$ cat config.mk
export PLATFORM = sky130hd
export DESIGN_NAME = iic_slave_regs_flat
export DESIGN_NICKNAME = d
export VERILOG_FILES = /design/src/rtl/iic_slave_regs_if.sv /design/src/rtl/iic_slave_regs.sv /design/src/flat_wrapper.sv
export SDC_FILE = /design/constraint.sdc
export NUM_CORES = 1
export LEC_CHECK = 0
export BUFFER_PORTS_ARGS = -buffer_cell sky130_fd_sc_hd__buf_4
export CAP_MARGIN = 25
export CORE_ASPECT_RATIO = 1.5
export CORE_MARGIN = 5
export CORE_UTILIZATION = 40
export CTS_BUF_LIST = sky130_fd_sc_hd__clkbuf_4
export DETAILED_ROUTE_END_ITERATION = 10
export PLACE_DENSITY = 0.54
export SLEW_MARGIN = 5
export SYNTH_ARGS = -nofsm -noshare
export SYNTH_HDL_FRONTEND = slang
export SYNTH_SLANG_ARGS = --single-unit
export TNS_END_PERCENT = 50
$ cat constraint.sdc
create_clock -name clk -period 2.9 [get_ports clk]
set_clock_uncertainty 0.2 [all_clocks]
set_input_delay 0 -clock clk [delete_from_list [all_inputs] [get_ports clk]]
set_output_delay 0 -clock clk [all_outputs]
set_load 0.005 [all_outputs]
$ cat src/rtl/iic_slave_regs_if.sv
// I2C pad-side signal bundle for iic_slave_regs.
//   scl_i  : SCL from pad (asynchronous to clk)
//   sda_i  : SDA from pad (asynchronous to clk)
//   sda_oe : 1 = pull SDA low, 0 = release (open-drain control)
// The master modport belongs to whatever models or drives the bus.
// The slave modport is used by the target.
interface iic_slave_regs_if;
  logic scl_i;
  logic sda_i;
  logic sda_oe;

  modport master (output scl_i, output sda_i, input sda_oe);
  modport slave  (input scl_i, input sda_i, output sda_oe);
endinterface

$ cat src/rtl/iic_slave_regs.sv
// I2C target with an 8 x 8-bit register file.
// It uses a 7-bit address and runs at standard-mode speed.
// The first data byte after the address sets the register pointer.
// Each following data byte is written at the pointer, and the pointer then
// auto-increments, wrapping from 7 to 0.
// A read transaction returns the register at the pointer, then pointer+1, and so on.
// Ports:
//   clk       system clock; must run at >= 8x the SCL frequency
//   rst       asynchronous, active-high reset
//   bus       scl_i/sda_i from the pads, sda_oe open-drain pull-down control
//   loc_addr  local read-port register index
//   loc_data  register file[loc_addr], combinational
//   busy      high from address match until STOP/NACK/mismatch
//   wr_pulse  one-clk strobe when a register is written over I2C
//   wr_index  index written, valid with wr_pulse
module iic_slave_regs #(
  parameter logic [6:0] SLAVE_ADDR = 7'h50,
  parameter logic [7:0] REG_RST    = 8'h00
) (
  input  logic                clk,
  input  logic                rst,
  iic_slave_regs_if.slave     bus,
  input  logic [2:0]          loc_addr,
  output logic [7:0]          loc_data,
  output logic                busy,
  output logic                wr_pulse,
  output logic [2:0]          wr_index
);

  typedef enum logic [3:0] {
    S_IDLE, S_ADDR, S_ACK_ADDR, S_PTR, S_ACK_PTR,
    S_WDATA, S_ACK_W, S_RDATA, S_RACK, S_WAIT_STOP
  } state_t;

  // Pad synchronizers (2 flops) plus one delay flop for edge detection.
  // They reset to 1, the idle bus level, so releasing reset never fakes an edge.
  logic scl_m_q, scl_s_q, scl_d_q;
  logic sda_m_q, sda_s_q, sda_d_q;

  state_t      state_q, state_d;
  logic [3:0]  bitcnt_q, bitcnt_d;
  logic [7:0]  shift_q, shift_d;
  logic [2:0]  ptr_q, ptr_d;
  logic        rw_q, rw_d;
  logic        sda_oe_q, sda_oe_d;
  logic        busy_q, busy_d;
  logic        wr_pulse_q, wr_pulse_d;
  logic [2:0]  wr_index_q, wr_index_d;
  logic [7:0]  regs_q [8];

  logic        reg_we;
  logic [7:0]  shift_in;
  logic [7:0]  rd_byte;
  logic        scl_rise, scl_fall, start_det, stop_det;

  assign scl_rise  =  scl_s_q & ~scl_d_q;
  assign scl_fall  = ~scl_s_q &  scl_d_q;
  assign start_det =  scl_s_q &  scl_d_q &  sda_d_q & ~sda_s_q;
  assign stop_det  =  scl_s_q &  scl_d_q & ~sda_d_q &  sda_s_q;

  assign shift_in = {shift_q[6:0], sda_s_q};
  assign rd_byte  = regs_q[ptr_q];

  assign loc_data   = regs_q[loc_addr];
  assign busy       = busy_q;
  assign wr_pulse   = wr_pulse_q;
  assign wr_index   = wr_index_q;
  assign bus.sda_oe = sda_oe_q;

  always_ff @(posedge clk or posedge rst) begin
    if (rst) begin
      scl_m_q <= 1'b1;
      scl_s_q <= 1'b1;
      scl_d_q <= 1'b1;
      sda_m_q <= 1'b1;
      sda_s_q <= 1'b1;
      sda_d_q <= 1'b1;
    end else begin
      scl_m_q <= bus.scl_i;
      scl_s_q <= scl_m_q;
      scl_d_q <= scl_s_q;
      sda_m_q <= bus.sda_i;
      sda_s_q <= sda_m_q;
      sda_d_q <= sda_s_q;
    end
  end

  always_ff @(posedge clk or posedge rst) begin
    if (rst) begin
      state_q    <= S_IDLE;
      bitcnt_q   <= '0;
      shift_q    <= '0;
      ptr_q      <= '0;
      rw_q       <= 1'b0;
      sda_oe_q   <= 1'b0;
      busy_q     <= 1'b0;
      wr_pulse_q <= 1'b0;
      wr_index_q <= '0;
    end else begin
      state_q    <= state_d;
      bitcnt_q   <= bitcnt_d;
      shift_q    <= shift_d;
      ptr_q      <= ptr_d;
      rw_q       <= rw_d;
      sda_oe_q   <= sda_oe_d;
      busy_q     <= busy_d;
      wr_pulse_q <= wr_pulse_d;
      wr_index_q <= wr_index_d;
    end
  end

  always_ff @(posedge clk or posedge rst) begin
    if (rst) begin
      for (int unsigned i = 0; i < 8; i++) regs_q[i] <= REG_RST;
    end else if (reg_we) begin
      regs_q[ptr_q] <= shift_in;
    end
  end

  always_comb begin
    state_d    = state_q;
    bitcnt_d   = bitcnt_q;
    shift_d    = shift_q;
    ptr_d      = ptr_q;
    rw_d       = rw_q;
    sda_oe_d   = sda_oe_q;
    busy_d     = busy_q;
    wr_pulse_d = 1'b0;
    wr_index_d = wr_index_q;
    reg_we     = 1'b0;

    // STOP and START override every state.
    // A partial byte is discarded because writes only happen on the 8th rise.
    if (stop_det) begin
      state_d  = S_IDLE;
      bitcnt_d = '0;
      sda_oe_d = 1'b0;
      busy_d   = 1'b0;
    end else if (start_det) begin
      state_d  = S_ADDR;
      bitcnt_d = '0;
      sda_oe_d = 1'b0;
    end else begin
      unique case (state_q)
        S_IDLE, S_WAIT_STOP: ;

        S_ADDR, S_PTR, S_WDATA: begin
          if (scl_rise) begin
            shift_d  = shift_in;
            bitcnt_d = bitcnt_q + 4'd1;
            if (bitcnt_q == 4'd7) begin
              bitcnt_d = '0;
              if (state_q == S_ADDR) begin
                if (shift_in[7:1] == SLAVE_ADDR) begin
                  rw_d    = shift_in[0];
                  state_d = S_ACK_ADDR;
                end else begin
                  state_d = S_WAIT_STOP;
                  busy_d  = 1'b0;
                end
              end else if (state_q == S_PTR) begin
                ptr_d   = shift_in[2:0];
                state_d = S_ACK_PTR;
              end else begin
                reg_we     = 1'b1;
                wr_pulse_d = 1'b1;
                wr_index_d = ptr_q;
                ptr_d      = ptr_q + 3'd1;
                state_d    = S_ACK_W;
              end
            end
          end
        end

        // bitcnt = 0: waiting for the fall after the 8th bit (start of ACK).
        // bitcnt = 1: ACK is driven, and the next fall ends it.
        S_ACK_ADDR, S_ACK_PTR, S_ACK_W: begin
          if (scl_fall) begin
            if (bitcnt_q == 4'd0) begin
              sda_oe_d = 1'b1;
              bitcnt_d = 4'd1;
              if (state_q == S_ACK_ADDR) busy_d = 1'b1;
            end else begin
              sda_oe_d = 1'b0;
              bitcnt_d = '0;
              if (state_q == S_ACK_ADDR && rw_q) begin
                // The fall that ends the ACK also presents the first read bit.
                shift_d  = rd_byte;
                sda_oe_d = ~rd_byte[7];
                state_d  = S_RDATA;
              end else if (state_q == S_ACK_ADDR) begin
                state_d = S_PTR;
              end else begin
                state_d = S_WDATA;
              end
            end
          end
        end

        // bitcnt counts master sampling rises.
        // Each fall presents the next bit, and the fall after the 8th rise releases SDA.
        S_RDATA: begin
          if (scl_rise) begin
            bitcnt_d = bitcnt_q + 4'd1;
          end else if (scl_fall) begin
            if (bitcnt_q == 4'd8) begin
              sda_oe_d = 1'b0;
              ptr_d    = ptr_q + 3'd1;
              bitcnt_d = '0;
              state_d  = S_RACK;
            end else begin
              sda_oe_d = ~shift_q[6];
              shift_d  = {shift_q[6:0], 1'b0};
            end
          end
        end

        S_RACK: begin
          if (scl_rise) begin
            if (!sda_s_q) begin
              bitcnt_d = 4'd1;
            end else begin
              state_d = S_WAIT_STOP;
              busy_d  = 1'b0;
            end
          end else if (scl_fall && bitcnt_q == 4'd1) begin
            shift_d  = rd_byte;
            sda_oe_d = ~rd_byte[7];
            bitcnt_d = '0;
            state_d  = S_RDATA;
          end
        end

        default: state_d = S_IDLE;
      endcase
    end
  end

endmodule
$ cat src/flat_wrapper.sv
// flat-port wrapper written by rule: the top's interface ports become plain ports
module iic_slave_regs_flat 
#(
  parameter logic [6:0] SLAVE_ADDR = 7'h50,
  parameter logic [7:0] REG_RST    = 8'h00
)
  (clk, rst, loc_addr, loc_data, busy, wr_pulse, wr_index, bus_scl_i, bus_sda_i, bus_sda_oe);
  iic_slave_regs_if bus_i ();
  input  logic clk;
  input  logic rst;
  input  logic [2:0] loc_addr;
  output logic [7:0] loc_data;
  output logic busy;
  output logic wr_pulse;
  output logic [2:0] wr_index;
  input wire logic [$bits(bus_i.scl_i)-1:0] bus_scl_i;
  input wire logic [$bits(bus_i.sda_i)-1:0] bus_sda_i;
  output wire logic [$bits(bus_i.sda_oe)-1:0] bus_sda_oe;
  assign bus_i.scl_i = bus_scl_i;
  assign bus_i.sda_i = bus_sda_i;
  assign bus_sda_oe = bus_i.sda_oe;
  iic_slave_regs #(.SLAVE_ADDR(SLAVE_ADDR), .REG_RST(REG_RST)) u_core (.clk(clk), .rst(rst), .bus(bus_i), .loc_addr(loc_addr), .loc_data(loc_data), .busy(busy), .wr_pulse(wr_pulse), .wr_index(wr_index));
endmodule
# Word-level counts from Yosys, hierarchy flattened
# Index checks and enable logic that the tools add are counted.
[op_classes] addsub=2 order_cmp=3 eq_ne=50 mux=88 n_bitwise=19 n_reduce_logical=21
[ops] op="4-bit two-way mux" count=26
[ops] op="64-bit bitwise mux" count=1
[ops] op="7-bit two-way mux" count=9
[ops] op="8-bit binary-select mux with 3-bit select" count=2
[ops] op="8-bit two-way mux" count=5
[ops] op="1-bit two-way mux" count=29
[ops] op="7-bit case mux with 4 select lines" count=1
[ops] op="3-bit by 1-bit != test with 1-bit output, second input constant" count=9
[ops] op="8-bit demux with 3-bit select" count=1
[ops] op="3-bit two-way mux" count=8
[ops] op="4-bit by 1-bit != test with 1-bit output, second input constant" count=6
[ops] op="7-bit AND reduction" count=3
[ops] op="4-bit by 3-bit == test with 1-bit output, second input constant" count=5
[ops] op="4-bit case mux with 5 select lines" count=1
[ops] op="4-bit case mux with 4 select lines" count=1
[ops] op="5-bit by 1-bit != test with 1-bit output, second input constant" count=3
[ops] op="2-bit by 1-bit != test with 1-bit output, second input constant" count=7
[ops] op="4-bit == test, second input constant" count=3
[ops] op="2-bit != test, second input constant" count=6
[ops] op="12-bit AND reduction" count=1
[ops] op="11-bit AND reduction" count=1
[ops] op="1-bit NOT" count=10
[ops] op="10-bit AND reduction" count=1
[ops] op="9-bit AND reduction" count=1
[ops] op="26 further kinds" count=43
[word_totals] reg_bits=95 in_bits=7 out_inout_bits=14

# Depth between registers and ports, before layout
[depth] ltp_word=11 mapped_depth=7 depth_no_buf=7

# Least setup slack after synthesis
# Ideal clock, no wire load.
[synth_timing] kind="reg2reg" start="reg u_core.scl_s_q" end="reg u_core.regs_q[16] (netlist name)" t_arrival_ps=1993 setup_slack_ps=582 stages_incl_launch_ff=7 path_cell_list="dfstp_2 buf_2 nand2b_1 nor2_4 nand4_4 nor3b_4 mux2_4"
[synth_via] elab_chain_cells=5
[synth_rtl] element="start: declaration" line="iic_slave_regs.sv:37" rtl="logic scl_m_q, scl_s_q, scl_d_q;"
[synth_rtl] element="start signal: assignment" line="iic_slave_regs.sv:80" rtl="scl_s_q <= scl_m_q;"
[synth_rtl] element="1-bit AND (on tied branches)" line="iic_slave_regs.sv:56, iic_slave_regs.sv:58, iic_slave_regs.sv:59"
[synth_rtl] element="1-bit two-way mux / 1-bit AND (equally long branches)" line="iic_slave_regs.sv:148, iic_slave_regs.sv:58"
[synth_rtl] element="1-bit two-way mux / 1-bit AND (equally long branches)" line="iic_slave_regs.sv:144, iic_slave_regs.sv:58"
[synth_rtl] element="1-bit two-way mux" line="iic_slave_regs.sv:139" rtl="end else if (start_det) begin"
[synth_rtl] element="1-bit two-way mux *" line="iic_slave_regs.sv:134" rtl="if (stop_det) begin"
[synth_rtl] element="end signal: indexed assignment" line="iic_slave_regs.sv:116" rtl="regs_q[ptr_q] <= shift_in;"
[synth_rtl] element="end: declaration" line="iic_slave_regs.sv:49" rtl="logic [7:0] regs_q [8];"
# Every way passes the cells marked *; elsewhere a longest branch is shown, timed or not.
# A chain may end at the register's enable or synchronous reset.

# Worst setup path after layout
[layout_timing] start="reg u_core.scl_s_q" end="reg u_core.regs_q[14] (netlist name)"
# The elaborated chain is that of the path after synthesis.

==> metrics.md <==
| Metric | Value |
|---|---|
| WHS | 0.1686 ns |
| F_max | 0.3717 GHz |
| # rows | 52 |
| Iteration-0 DRC Markers | 122 |
| Most frequent cell after synthesis | dfrtp_1 |
| CP endpoint kind | register |
| Root Driver | clkbuf_4 |
| Crit path max fanout | 11 |
| Yosys reg bits | 95 |
| Area of the die | 16410 um^2 |
| Clock Path Buffers | 2 |
| Final WL | 13.88 mm |
| Residual DRC | 0 |
| Fin. Hold Viols | 0 |
| Via-to-Cell Ratio | 5.910 |
| Worst rel slew slack | 51.24% |
| Startpoint types | register |
| Inserted Clock Buffers | 9 |
| DRT Pass-1 Iters | 5 |
| Synth warn | 0 |
| Top cells by count, synth | 89 x dfrtp_1, 69 x mux2_2, 32 x mux4_2 |
| First-pass GRT wire length | 21.97 mm |
| Primary FF master, synth | dfrtp_1 |
| Port Buffers | 20 |
| WS Path Type | register to register |
| Min-delay worst type | register to register |
| Synth top area share | 40.04% |
| Asr flop ratio synth | 100.0% |
| Post-CTS resize count | 0 |
| Peak VDD IR | 0.2350 mV |
| Worst-Skew Late Latency | 0.46 ns |
| Largest net degree at the start of global routing | 51 |
| Worst-case reg-to-reg path depth | 5 |
| Fin crit share | 92.77% |
| Critical Path RT | 3.05 ns |
| Post-layout nets | 467 |
| Syn nets | 438 |
| Clk slew on worst S/H paths | 0.15 ns |
| Setup_tns | 0 ns |
| Final min period | 2.690 ns |
| Register area share after synthesis | 42.87% |
| EDFF count, synth | 0 |
| Die Width | 106.3 um |
| Die H | 154.4 um |
| Ratio of cells with drive above 1 in the final layout | 44.57% |
| CTS tree | done |
| Inst Count DP | 601 |
| FILL cells | 1235 |
| Synth area leaders | dfrtp_1 40%, mux2_2 14%, mux4_2 13% |
| Tot GR Track Use | 17.65% |
| FF/Latch Area | 2385 um^2 |
| Yosys top cell by area | dfrtp_1 |
| Status | complete, no violations |
| CORE AREA | 13600 um^2 |
| WP data arrival | 2.84 ns |
| Netlist cell types | 70 |
| DR WL/cell | 22.28 um |
| Post-DP HPWL | 9.790 mm |
| Cell Pwr Density | 551.3 nW/um^2 |
| Vias | 3682 |
| # IOs | 21 |
| Multi-input logic area | 2993 um^2 |
| Average instance area after synthesis | 13.03 um^2 |
| Worst-Margin Slew | 0.7314 ns |
| Finished Layout Cells | 623 |
| Leak | 2.771 nW |
| Core Util, Final | 45.38% |
| TritonCTS Sinks | 95 |
| Final setup violating endpoints | 0 |
| Initial antenna violation count | 1 |
| Initial Util | 40.91% |
| Final Max Tran Viols | 0 |
| Vias in the first global route | 3919 |
| Met2 routed WL | 7.771 mm |
| Max_cap viols | 0 |
| Post-Synthesis Cells | 427 |
| Routed wl met3 | 347 um |
| ANT nets after route | 0 |
| Total grt overflow | 0 |
| Synthesized area | 5563 um^2 |
| H-tree depth | 3 |
| RSZ-0062 raised after global routing | no |
| Top layer in use | met4 |
| Area growth syn-to-layout | 10.93% |
| DRT met1 WL | 5.456 mm |
| RePlAce Congestion | 0.9048 |
| Min-Delay Path Depth | 0 |
[state kept, by name, summed over array words and instances, names as in the netlist, 3 cells and up]
register / count
u_core.bitcnt_q: 4
u_core.wr_index: 3
u_core.regs_q: 64
u_core.shift_q: 7
u_core.state_q: 4
u_core.ptr_q: 3
[repair_timing]
action | in CTS | in global routing
endpoints found under the hold margin | 97 | 0
hold buffers | 6 | 0
buffers inserted | 0 | 0
[layout by cell type (no fill, tap or decap), types with 3 or more instances in the layout]
cell	instances
and2_1	3
buf_4	44
dlygate4sd3_1	6
dfrtp_1	89
inv_1	6
mux4_2	32
mux2i_1	13
nand2_1	26
o21ai_0	15
a21oi_1	12
mux2_2	69
dfstp_2	6
nand3_1	8
mux2_4	14
ha_1	4
a211oi_1	4
nand2b_1	3
nor2_1	12
or4b_1	3
nor2b_1	5
nor3_1	3
nand3b_1	5
clkbuf_4	9
[cells by family after synthesis]
group           count (synthesis)  synth area share (%)
mux                           128                 33.04
flops                          95                 42.87
simple gates                   90                 10.21
compound gates                 68                 9.492
buf+inv                        41                 3.329
fa+ha+maj                       4                0.8997
xor+xnor                        1                0.1575
[through the flow]
step / setup WS [ns] / total power [mW] / cell area, um^2
6_report: 0.2096 / 3.402 / 6171
5_1_grt: 0.05556 / 3.591 / 6171
4_1_cts: 0.2216 / 3.435 / 6168
3_5_place_dp: 0.2442 / 2.692 / 5979
3_3_place_gp: 0.2410 / 2.688 / 5979
2_1_floorplan: 0.2329 / 2.362 / 5563
[final timing paths]
check	start	end	slack, ns
worst max-delay path	u_core.scl_s_q$_DFF_PP1_	u_core.regs_q[14]$_DFFE_PP0P_	0.21
worst min-delay path	u_core.sda_m_q$_DFF_PP1_	u_core.sda_s_q$_DFF_PP1_	0.17
worst max register to register	u_core.scl_s_q$_DFF_PP1_	u_core.regs_q[14]$_DFFE_PP0P_	0.21
worst min register to register	u_core.sda_m_q$_DFF_PP1_	u_core.sda_s_q$_DFF_PP1_	0.17
max in group asynchronous	rst	u_core.regs_q[22]$_DFFE_PP0P_	1.22
min in group asynchronous	rst	u_core.ptr_q[1]$_DFFE_PP0P_	0.57
[where the power goes]
part	switching, mW	leakage [nW]	internal (mW)	total [mW]
clock	0.465	0.0736	0.258	0.723
combinational	0.627	1.40	0.508	1.13
sequential	0.152	1.30	1.39	1.55
[critical path, cell delays in order (launching register included)]
cell and delay (ns):
dfstp_2 0.66, nand2b_1 0.19, nor2_4 0.23, nand4_4 0.21, nor3b_4 0.67, mux2_2 0.41
[per-layer routing]
metal | vias to the layer above | global-route usage [%]
met5 | - | 0
met4 | 0 | 5.802
met3 | 25 | 3.003
met2 | 64 | 33.06
met1 | 1902 | 20.10
li1 | 1691 | -
[area by class of cell]
| class | count | area share (%) |
|---|---|---|
| well taps | 162 | 3.285 |
| inverters | 7 | 0.4663 |
| clock inverters | 6 | 0.9935 |
| flip-flops and latches | 95 | 38.65 |
| clock buffers | 9 | 1.095 |
| diodes | 1 | 0.04055 |
| repair buffers | 52 | 6.975 |
| multi-input cells | 291 | 48.50 |
No activity file was read; power rests on OpenSTA's default activity.
